===== src/rtl/core_types_pkg.sv =====
// Shared core types for the ALU reservation station: tags, ops, entry layout,
// and the ROB age helper used for restore-point kills.
package core_types_pkg;

    localparam int unsigned ALU_RS_DEPTH  = 4;
    localparam int unsigned NUM_WB_BUS    = 2;
    localparam int unsigned LOG_ROB_DEPTH = 4;
    localparam int unsigned LOG_PR_COUNT  = 6;

    typedef logic [LOG_PR_COUNT-1:0]  phys_reg_tag_t;
    typedef logic [15:0]              imm16_t;
    typedef logic [LOG_ROB_DEPTH:0]   ROB_index_t;

    typedef enum logic [3:0] {
        ALU_ADD  = 4'd0,
        ALU_SUB  = 4'd1,
        ALU_AND  = 4'd2,
        ALU_OR   = 4'd3,
        ALU_XOR  = 4'd4,
        ALU_SLL  = 4'd5,
        ALU_SRL  = 4'd6,
        ALU_SRA  = 4'd7,
        ALU_SLT  = 4'd8,
        ALU_SLTU = 4'd9
    } ALU_op_t;

    typedef struct packed {
        logic          needed;
        logic          ready;
        phys_reg_tag_t phys_reg_tag;
    } source_reg_status_t;

    typedef struct packed {
        ALU_op_t            op;
        logic               itype;
        source_reg_status_t source_0;
        source_reg_status_t source_1;
        phys_reg_tag_t      dest_phys_reg_tag;
        imm16_t             imm16;
        ROB_index_t         ROB_index;
    } ALU_RS_input_struct_t;

    typedef struct packed {
        logic               valid;
        ALU_op_t            op;
        logic               itype;
        source_reg_status_t source_0;
        source_reg_status_t source_1;
        phys_reg_tag_t      dest_phys_reg_tag;
        imm16_t             imm16;
        ROB_index_t         ROB_index;
    } ALU_RS_entry_t;

    // Distance from the ROB head; wraps modulo 2^(LOG_ROB_DEPTH+1).
    function automatic ROB_index_t rob_age(input ROB_index_t index, input ROB_index_t head);
        return index - head;
    endfunction

endpackage


===== src/rtl/alu_rs_wakeup_cam.sv =====
// Single-source wakeup compare: the source becomes ready if any valid
// writeback bus broadcasts the tag it is waiting on.
module alu_rs_wakeup_cam
    import core_types_pkg::*;
(
    input  source_reg_status_t                   source,
    input  logic [NUM_WB_BUS-1:0]                WB_bus_valid,
    input  phys_reg_tag_t [NUM_WB_BUS-1:0]       WB_bus_phys_reg_tag,
    output logic                                 next_ready
);

    always_comb begin
        next_ready = source.ready;
        for (int unsigned b = 0; b < NUM_WB_BUS; b++) begin
            if (source.needed && WB_bus_valid[b] &&
                (WB_bus_phys_reg_tag[b] == source.phys_reg_tag)) begin
                next_ready = 1'b1;
            end
        end
    end

endmodule


===== src/rtl/alu_reservation_station.sv =====
// Collapsing-queue ALU reservation station: tag wakeup, oldest-ready issue,
// and age-based kill on ROB restore. Entry 0 is always the oldest.
module alu_reservation_station
    import core_types_pkg::*;
(
    input  logic                           CLK,
    input  logic                           nRST,
    input  logic                           dispatch_valid,
    input  ALU_RS_input_struct_t           dispatch_struct,
    output logic                           dispatch_ready,
    input  logic [NUM_WB_BUS-1:0]          WB_bus_valid,
    input  phys_reg_tag_t [NUM_WB_BUS-1:0] WB_bus_phys_reg_tag,
    output logic                           issue_valid,
    input  logic                           issue_ready,
    output ALU_op_t                        issue_op,
    output logic                           issue_itype,
    output phys_reg_tag_t                  issue_source_0_phys_reg_tag,
    output phys_reg_tag_t                  issue_source_1_phys_reg_tag,
    output phys_reg_tag_t                  issue_dest_phys_reg_tag,
    output imm16_t                         issue_imm16,
    output ROB_index_t                     issue_ROB_index,
    input  logic                           kill_valid,
    input  ROB_index_t                     kill_ROB_index,
    input  ROB_index_t                     ROB_head_index
);

    localparam int unsigned NCAM = ALU_RS_DEPTH + 1;

    ALU_RS_entry_t      entries [ALU_RS_DEPTH];
    ALU_RS_entry_t      nxt     [ALU_RS_DEPTH];
    ALU_RS_entry_t      woken   [NCAM];
    ALU_RS_entry_t      disp_entry;
    logic [ALU_RS_DEPTH:0] keep;

    // CAM slot ALU_RS_DEPTH compares the incoming dispatch sources.
    source_reg_status_t cam_src0 [NCAM];
    source_reg_status_t cam_src1 [NCAM];
    logic [NCAM-1:0]    next_ready0;
    logic [NCAM-1:0]    next_ready1;

    always_comb begin
        for (int unsigned i = 0; i < ALU_RS_DEPTH; i++) begin
            cam_src0[i] = entries[i].source_0;
            cam_src1[i] = entries[i].source_1;
        end
        cam_src0[ALU_RS_DEPTH] = dispatch_struct.source_0;
        cam_src1[ALU_RS_DEPTH] = dispatch_struct.source_1;
    end

    for (genvar g = 0; g < NCAM; g++) begin : g_cam
        alu_rs_wakeup_cam u_cam0 (
            .source              (cam_src0[g]),
            .WB_bus_valid        (WB_bus_valid),
            .WB_bus_phys_reg_tag (WB_bus_phys_reg_tag),
            .next_ready          (next_ready0[g])
        );
        alu_rs_wakeup_cam u_cam1 (
            .source              (cam_src1[g]),
            .WB_bus_valid        (WB_bus_valid),
            .WB_bus_phys_reg_tag (WB_bus_phys_reg_tag),
            .next_ready          (next_ready1[g])
        );
    end

    logic                  sel_found;
    logic [ALU_RS_DEPTH-1:0] sel_oh;
    ALU_op_t               sel_op;
    logic                  sel_itype;
    phys_reg_tag_t         sel_src0_tag;
    phys_reg_tag_t         sel_src1_tag;
    phys_reg_tag_t         sel_dest;
    imm16_t                sel_imm;
    ROB_index_t            sel_rob;
    ROB_index_t            kill_age;
    logic                  sel_killed;
    logic                  issue_fire;
    logic                  dispatch_fire;

    // Select on registered readiness, so a wakeup only counts from the next cycle.
    always_comb begin
        logic rdy;
        rdy          = 1'b0;
        sel_found    = 1'b0;
        sel_oh       = '0;
        sel_op       = ALU_ADD;
        sel_itype    = 1'b0;
        sel_src0_tag = '0;
        sel_src1_tag = '0;
        sel_dest     = '0;
        sel_imm      = '0;
        sel_rob      = '0;
        for (int unsigned i = 0; i < ALU_RS_DEPTH; i++) begin
            rdy = entries[i].valid &&
                  (!entries[i].source_0.needed || entries[i].source_0.ready) &&
                  (!entries[i].source_1.needed || entries[i].source_1.ready);
            if (rdy && !sel_found) begin
                sel_found    = 1'b1;
                sel_oh[i]    = 1'b1;
                sel_op       = entries[i].op;
                sel_itype    = entries[i].itype;
                sel_src0_tag = entries[i].source_0.phys_reg_tag;
                sel_src1_tag = entries[i].source_1.phys_reg_tag;
                sel_dest     = entries[i].dest_phys_reg_tag;
                sel_imm      = entries[i].imm16;
                sel_rob      = entries[i].ROB_index;
            end
        end
    end

    assign kill_age       = rob_age(kill_ROB_index, ROB_head_index);
    assign sel_killed     = kill_valid && (rob_age(sel_rob, ROB_head_index) >= kill_age);
    assign issue_valid    = sel_found && !sel_killed;
    assign issue_fire     = issue_valid && issue_ready;
    assign dispatch_ready = !entries[ALU_RS_DEPTH-1].valid && !kill_valid;
    assign dispatch_fire  = dispatch_valid && dispatch_ready;

    assign issue_op                    = issue_valid ? sel_op       : ALU_ADD;
    assign issue_itype                 = issue_valid ? sel_itype    : 1'b0;
    assign issue_source_0_phys_reg_tag = issue_valid ? sel_src0_tag : '0;
    assign issue_source_1_phys_reg_tag = issue_valid ? sel_src1_tag : '0;
    assign issue_dest_phys_reg_tag     = issue_valid ? sel_dest     : '0;
    assign issue_imm16                 = issue_valid ? sel_imm      : '0;
    assign issue_ROB_index             = issue_valid ? sel_rob      : '0;

    always_comb begin
        disp_entry                   = '0;
        disp_entry.valid             = 1'b1;
        disp_entry.op                = dispatch_struct.op;
        disp_entry.itype             = dispatch_struct.itype;
        disp_entry.source_0          = dispatch_struct.source_0;
        disp_entry.source_1          = dispatch_struct.source_1;
        disp_entry.source_0.ready    = next_ready0[ALU_RS_DEPTH];
        disp_entry.source_1.ready    = next_ready1[ALU_RS_DEPTH];
        disp_entry.dest_phys_reg_tag = dispatch_struct.dest_phys_reg_tag;
        disp_entry.imm16             = dispatch_struct.imm16;
        disp_entry.ROB_index         = dispatch_struct.ROB_index;
    end

    // Killed entries are always a younger suffix, so one shift past the issued
    // slot keeps the queue dense; dispatch lands in the first free slot after it.
    always_comb begin
        logic shifting;
        logic placed;
        shifting = 1'b0;
        placed   = 1'b0;
        for (int unsigned i = 0; i < ALU_RS_DEPTH; i++) begin
            woken[i]                = entries[i];
            woken[i].source_0.ready = next_ready0[i];
            woken[i].source_1.ready = next_ready1[i];
            keep[i] = entries[i].valid &&
                      !(kill_valid && (rob_age(entries[i].ROB_index, ROB_head_index) >= kill_age)) &&
                      !(issue_fire && sel_oh[i]);
        end
        woken[ALU_RS_DEPTH] = '0;
        keep[ALU_RS_DEPTH]  = 1'b0;
        for (int unsigned i = 0; i < ALU_RS_DEPTH; i++) begin
            shifting = shifting || (issue_fire && sel_oh[i]);
            if (shifting) begin
                nxt[i] = keep[i+1] ? woken[i+1] : '0;
            end else begin
                nxt[i] = keep[i] ? woken[i] : '0;
            end
            if (!nxt[i].valid && dispatch_fire && !placed) begin
                nxt[i] = disp_entry;
                placed = 1'b1;
            end
        end
    end

    always_ff @(posedge CLK or negedge nRST) begin
        if (!nRST) begin
            for (int unsigned i = 0; i < ALU_RS_DEPTH; i++) begin
                entries[i] <= '0;
            end
        end else begin
            for (int unsigned i = 0; i < ALU_RS_DEPTH; i++) begin
                entries[i] <= nxt[i];
            end
        end
    end

endmodule


===== config.mk =====
export PLATFORM = sky130hd
export DESIGN_NAME = alu_reservation_station
export DESIGN_NICKNAME = d
export VERILOG_FILES = /design/src/rtl/core_types_pkg.sv /design/src/rtl/alu_rs_wakeup_cam.sv /design/src/rtl/alu_reservation_station.sv
export SDC_FILE = /design/constraint.sdc
export NUM_CORES = 1
export LEC_CHECK = 0
export ABC_AREA = 1
export BUFFER_PORTS_ARGS = -buffer_cell sky130_fd_sc_hd__buf_2
export CAP_MARGIN = 30
export CORE_MARGIN = 4
export CORE_UTILIZATION = 60
export CTS_CLUSTER_SIZE = 28
export DETAILED_ROUTE_END_ITERATION = 8
export GPL_TIMING_DRIVEN = 1
export PLACE_DENSITY = 0.8
export SKIP_CTS_REPAIR_TIMING = 1
export SLEW_MARGIN = 20
export SYNTH_ARGS = -nofsm -noshare
export SYNTH_HDL_FRONTEND = slang
export SYNTH_SLANG_ARGS = --single-unit

===== constraint.sdc =====
create_clock -name CLK -period 5.1 [get_ports CLK]
set_input_delay 0.255 -clock CLK [delete_from_list [all_inputs] [get_ports CLK]]
set_output_delay 0.255 -clock CLK [all_outputs]
set_load 0.02 [all_outputs]

Yosys cells after proc, flatten, opt, wreduce, memory -nomap -nowiden. Cells that the tools add are included.

Add/sub/neg operators: 6. $lt $le $gt $ge: 5. Equality and inequality tests: 23. Multiplexer cells: 77. Reductions and logical operators: 119.

Operator list (number): $mux 49 (12); $eq 6x6->1 (20); $mux 6 (15); $mux 16 (5); $logic_and 1x1->1 (79); $mux 1 (35); $sub 5x5->5 (6); $logic_not 1->1 (29); $ge 5x5->1 (5); $mux 5 (5); $mux 4 (5); $logic_or 1x1->1 (11); $ne 5x1->1 const B (2); $ne 3x1->1 const B (1).

Register bits after elaboration: 196. Output and inout bits: 46.

Longest topological paths before layout.
Depth after elaboration: 37. Mapped depth: 32.

Cells and area by module. From an unflattened synthesis, not the netlist that was laid out.

Cells, all modules: 2202. Area total of the unflattened synthesis: 14561.5 um2.

By module, submodules not included: alu_reservation_station (instances 1, cells an instance 1632, area an instance 12096.6 um2, sequential area each 4904.7 um2); alu_rs_wakeup_cam (instances 10, cells an instance 57, area an instance 246.5 um2, sequential area each 0.0 um2).

Worst setup path after synthesis. OpenSTA, ideal clock, no wires.

Path kind: register to output. Start: register entries, in the netlist cam_src1[38]. End: output port issue_imm16[11]. Arrival time: 3.863 ns. Required time: 4.845 ns. Setup slack: 0.982 ns. Stages on the path, launching flop included: 24. Cells stage by stage: dfrtp_1 > inv_1 > nand2_1 > nand3_2 > nand3_1 > inv_1 > nand2_1 > inv_1 > buf_2 > a221oi_1 > ha_1 > fa_1 > o21ai_0 > xnor2_1 > xor2_1 > ha_1 > nand2_1 > inv_1 > nand2_1 > nand3_1 > nand2_1 > nand2_1 > clkbuf_1 > a221oi_1.

Word-level cells in the longest chain between the ends: 18.

Ends and longest elaborated chain: start, declared (line alu_reservation_station.sv:29) `ALU_RS_entry_t entries [ALU_RS_DEPTH];`; start signal, assigned by index (line alu_reservation_station.sv:177) `entries[i] <= nxt[i];`; $logic_or 1x1->1 (*) (line alu_reservation_station.sv:95) `(!entries[i].source_1.needed || entries[i].source_1.ready);`; $logic_and 1x1->1 (*) (line alu_reservation_station.sv:94) `(!entries[i].source_0.needed || entries[i].source_0.ready) &&`; $mux 1 (line alu_reservation_station.sv:96) `if (rdy && !sel_found) begin`; $logic_not 1->1 (line alu_reservation_station.sv:96); $logic_and 1x1->1 (line alu_reservation_station.sv:96); $mux 1 (line alu_reservation_station.sv:96); $logic_not 1->1 (line alu_reservation_station.sv:96); $logic_and 1x1->1 (line alu_reservation_station.sv:96); (+2 left out); $logic_and 1x1->1 (line alu_reservation_station.sv:96); $mux 5 (line alu_reservation_station.sv:96); $sub 5x5->5 (line core_types_pkg.sv:56) `return index - head;`; $ge 5x5->1 (line alu_reservation_station.sv:111) `assign sel_killed = kill_valid && (rob_age(sel_rob, ROB_head_index) >= kill_age);`; $logic_and 1x1->1 (line alu_reservation_station.sv:111); $logic_not 1->1 (line alu_reservation_station.sv:112) `assign issue_valid = sel_found && !sel_killed;`; $logic_and 1x1->1 (line alu_reservation_station.sv:112); $mux 16 (*) (line alu_reservation_station.sv:122) `assign issue_imm16 = issue_valid ? sel_imm : '0;`; end, declared (line alu_reservation_station.sv:20) `output imm16_t issue_imm16,`.

Mark *: on every way between the ends. The rest lies on a longest branch, timed or not.

Final worst setup path.
Start: register entries, in the netlist cam_src1[38]. End: output port issue_source_1_phys_reg_tag[1].

Word-level cells in the longest chain between the ends: 18.

Ends and longest elaborated chain: $logic_or 1x1->1 (*) (line alu_reservation_station.sv:95); $logic_and 1x1->1 (*) (line alu_reservation_station.sv:94); $mux 1 (line alu_reservation_station.sv:96); $logic_not 1->1 (line alu_reservation_station.sv:96); $logic_and 1x1->1 (line alu_reservation_station.sv:96); $mux 1 (line alu_reservation_station.sv:96); $logic_not 1->1 (line alu_reservation_station.sv:96); $logic_and 1x1->1 (line alu_reservation_station.sv:96); (+2 left out); $logic_and 1x1->1 (line alu_reservation_station.sv:96); $mux 5 (line alu_reservation_station.sv:96); $sub 5x5->5 (line core_types_pkg.sv:56); $ge 5x5->1 (line alu_reservation_station.sv:111); $logic_and 1x1->1 (line alu_reservation_station.sv:111); $logic_not 1->1 (line alu_reservation_station.sv:112); $logic_and 1x1->1 (line alu_reservation_station.sv:112); $mux 6 (*) (line alu_reservation_station.sv:120) `assign issue_source_1_phys_reg_tag = issue_valid ? sel_src1_tag : '0;`; end, declared (line alu_reservation_station.sv:18) `output phys_reg_tag_t issue_source_1_phys_reg_tag,`.

Marks and branches as above.

==> flow_metrics.env <==
export IMPL_clkTransAtPathRegs_ps=80
export IMPL_ios=123
export IMPL_routed_wire_length_per_instance_um=21.3
export IMPL_syn_mean_instance_area_sq_um=7.29
export IMPL_cp_common_cell="nand2_1"
export IMPL_grt_start_max_net_pins=100
export IMPL_ys_warnings_count=0
export IMPL_cts_inserted_buffers=17
export IMPL_data_required_critical_path_ps=4850
export IMPL_grt_usage=0.360
export IMPL_finish_cell_count_without_fillers=2207
export IMPL_setup_worst_path_class="reg -> out"
export IMPL_global_route_overflow_total=0
export IMPL_setup_viol=0
export IMPL_dieArea_sq_um=25200
export IMPL_ctsHtreeMaxLevel=4
export IMPL_drv_slew=0
export IMPL_synthArstFlopShare=1.00
export IMPL_synth_flop_cell="dfrtp_1"
export IMPL_cellLeakagePower_nw=7.15
export IMPL_place_ws_ps=181
export IMPL_post_route_drc_count=0
export IMPL_vias=14600
export IMPL_drt_total_wl_um=46900
export IMPL_dr_pass1_iters=7
export IMPL_min_to="entries[160]"
export IMPL_postSynthRegisterBits=196
export IMPL_power_density_nw_per_um2=526
export IMPL_vdd_ir_drop_max_mv=0.460
export IMPL_nets_final=2042
export IMPL_ys_seq_area_frac=0.360
export IMPL_pwr_share_comb=0.527
export IMPL_areaGrowthSynthToFinish_pct=11.1
export IMPL_worstHoldPathType="in -> reg"
export IMPL_fraction_of_final_layout_cells_with_drive_strength_greater_than_1=0.121
export IMPL_die_h_um=159
export IMPL_regToRegEndpoint="cam_src0[38]"
export IMPL_initial_utilization=0.617
export IMPL_place_congestion=1.09
export IMPL_share_seq_of_total_power=0.285
export IMPL_worstMarginPinSlew_ps=858
export IMPL_route_detailed_vias_per_inst=6.60
export IMPL_wl_met1_um=18100
export IMPL_worst_r2r_setup_slack_ps=390
export IMPL_final_period_minus_worst_setup_slack_ps=4830
export IMPL_postLayoutSetupSlackWorst_ps=273
export IMPL_post_route_period_util=0.947
export IMPL_crit_path_start="cam_src1[38]"
export IMPL_worst_slew_margin_rel=0.428
export IMPL_final_util=0.686
export IMPL_cpMaxStageDelayCell="fa_1"
export IMPL_timing_hold_worst_path_depth=3
export IMPL_ctsRootBufferMaster="clkbuf_16"
export IMPL_number_of_hold_violations_in_the_final_report=0
export IMPL_reg2reg_from="cam_src1[38]"
export IMPL_path_max_fanout=18
export IMPL_die_width_um=159
export IMPL_clock_power_share=0.189
export IMPL_insertedDiodeCount=0
export IMPL_numPortBuffers=122
export IMPL_tritoncts="yes"
export IMPL_synth_net_count=2000
export IMPL_grt_pass1_wl_um=74500
export IMPL_detailedRoute_firstIterationViolations=2050
export IMPL_achievable_frequency_mhz=207
export IMPL_power_switching_w=0.00408
export IMPL_post_synth_num_cell_types=44
export IMPL_post_dp_hpwl_um=30800
export IMPL_ant_nets=0
export IMPL_sort_of_element_at_the_end_of_the_critical_path="output pin"
export IMPL_core_area_sq_um=22100
export IMPL_synth_edf_count=0
export IMPL_antenna_found_initial=0
export IMPL_synth_instances=1872
export IMPL_fin_skew_ps=16.6
export IMPL_timing_reg2reg_worst_path_depth=28
export IMPL_cpPeakStageDelay_ps=410
export IMPL_holdCritStartpoint="dispatch_struct[13]"
export IMPL_placed_area_sq_um=14400
export IMPL_cap_viol_max_count=0
export IMPL_placed_cells=2174
export IMPL_first_global_vias=13700
export IMPL_route_met3_wl_um=6090
export IMPL_max_clock_path_buffers=2
export IMPL_wl_met2_um=20800
export IMPL_clk_latency_ps=450
export IMPL_top_routing_layer_in_use="met4"
export IMPL_cell_row_count=54
export IMPL_p_int_w=0.00389
export IMPL_final_area_sq_um=15100
export IMPL_power_share_switching=0.512
export IMPL_crit_arrival_ps=4570
export IMPL_start_kind="flip-flop"
export IMPL_cts_sinks=196
export IMPL_synth_cell_area_sq_um=13600
export IMPL_outcome="complete, no violations"
==> worst max-delay path by stage <==
stage                                           endpoint  slack, ps
after floorplan                          issue_imm16[11]        980
after global placement                      cam_src0[11]        430
after detailed placement                     entries[24]        180
after CTS                 issue_source_1_phys_reg_tag[4]         60
after global routing      issue_source_1_phys_reg_tag[1]         -4
final                     issue_source_1_phys_reg_tag[1]        270
==> stage by stage <==
stage | power (W) | setup TNS [ps] | hold WS (ps)
3_3_place_gp | 0.00618 | 0 | 386
3_5_place_dp | 0.00627 | 0 | 378
2_1_floorplan | 0.00491 | 0 | -40.6
4_1_cts | 0.00776 | 0 | -91.8
6_report | 0.00797 | 0 | 63.8
5_1_grt | 0.00838 | -3.84 | 69.3
==> placed cells by master (no fill, tap or decap), types with 4 or more instances in the layout <==
cell	netlist	final
nor2_1	127	126
clkinv_8	0	5
inv_2	7	7
a211oi_1	8	8
buf_12	0	6
dfrtp_1	196	195
o21a_1	4	4
fa_1	6	6
o21ai_0	16	15
clkbuf_16	0	17
nor3_1	15	15
xnor2_1	28	28
buf_4	7	23
ha_1	45	45
o211ai_1	17	17
xor2_1	35	35
a31oi_1	47	47
o22ai_1	29	29
inv_1	167	165
nand3_1	196	196
nand2_1	482	481
clkinv_1	4	5
nand4_1	112	112
nor2_4	1	6
nor4_1	5	5
a221oi_1	45	31
a22oi_1	39	39
a21oi_1	78	78
buf_2	66	121
a221oi_2	0	14
buf_6	4	4
==> Yosys cell counts (2+ instances only) <==
master | number | area (sq um)
nand2_1 | 482 | 1810
dfrtp_1 | 196 | 4900
nand3_1 | 196 | 981
inv_1 | 167 | 627
nor2_1 | 127 | 477
nand4_1 | 112 | 701
a21oi_1 | 78 | 390
buf_2 | 66 | 330
clkbuf_1 | 53 | 199
a31oi_1 | 47 | 294
a221oi_1 | 45 | 394
ha_1 | 45 | 563
a22oi_1 | 39 | 293
xor2_1 | 35 | 307
o22ai_1 | 29 | 181
xnor2_1 | 28 | 245
o211ai_1 | 17 | 128
o21ai_0 | 16 | 80.1
nor3_1 | 15 | 75.1
a211oi_1 | 8 | 60.1
buf_4 | 7 | 52.6
inv_2 | 7 | 26.3
fa_1 | 6 | 120
nand3_2 | 6 | 60.1
nor2_2 | 5 | 31.3
nor4_1 | 5 | 31.3
buf_1 | 4 | 15.0
buf_6 | 4 | 45.0
clkinv_1 | 4 | 15.0
o21a_1 | 4 | 30.0
nand2_2 | 3 | 18.8
o21ai_1 | 2 | 10.0
o221ai_1 | 2 | 17.5
or2_2 | 2 | 12.5
==> metal layers <==
layer | track usage | vias to the layer above
met5 | 0 | -
met4 | 0.146 | 0
met3 | 0.0804 | 181
met2 | 0.550 | 1054
met1 | 0.501 | 6840
li1 | - | 6494
==> worst max-delay path, delay by kind of cell, from the launching register on <==
family	cells	cell delay [ps]
AND/OR/NAND/NOR	12	1180
buffers and inverters	7	1040
adder cells (fa/ha/maj)	2	670
AO/OA/AOI/OAI	2	560
flip-flops	1	360
XOR/XNOR	2	310
==> power by group through the flow <==
stage / sequential [W] / combinational [W] / clock, W
after CTS: 0.00225 / 0.00400 / 0.00151
final: 0.00227 / 0.00420 / 0.00150
after global routing: 0.00232 / 0.00450 / 0.00157
after global placement: 0.00227 / 0.00391 / 0
after detailed placement: 0.00228 / 0.00399 / 0
after floorplan: 0.00217 / 0.00273 / 0
==> registers in the layout (all words and copies together) (netlist names) <==
signal and cells:
cam_src1 32, entries 132, cam_src0 32
==> area by class of cell <==
class                   count  area [sq um]
clock buffers              17           425
clock inverters            15           238
fillers                  1898          6940
inverters                 178           671
multi-input cells        1364          7580
flip-flops and latches    196          4910
well taps                 280           350
repair buffers            157           982
==> kinds of logic (layout without fill, tap and decap cells) <==
kind of cell	after synthesis	count (layout)	synth area share
and+or+nand+nor	957	957	0.311
buffers and inverters	312	367	0.0960
AOI/OAI and AO/OA	293	293	0.143
DFF	196	196	0.360
xor gates and xnor gates	63	63	0.0405
adders and majority gates	51	51	0.0501
No activity file was read; power rests on OpenSTA's default activity.
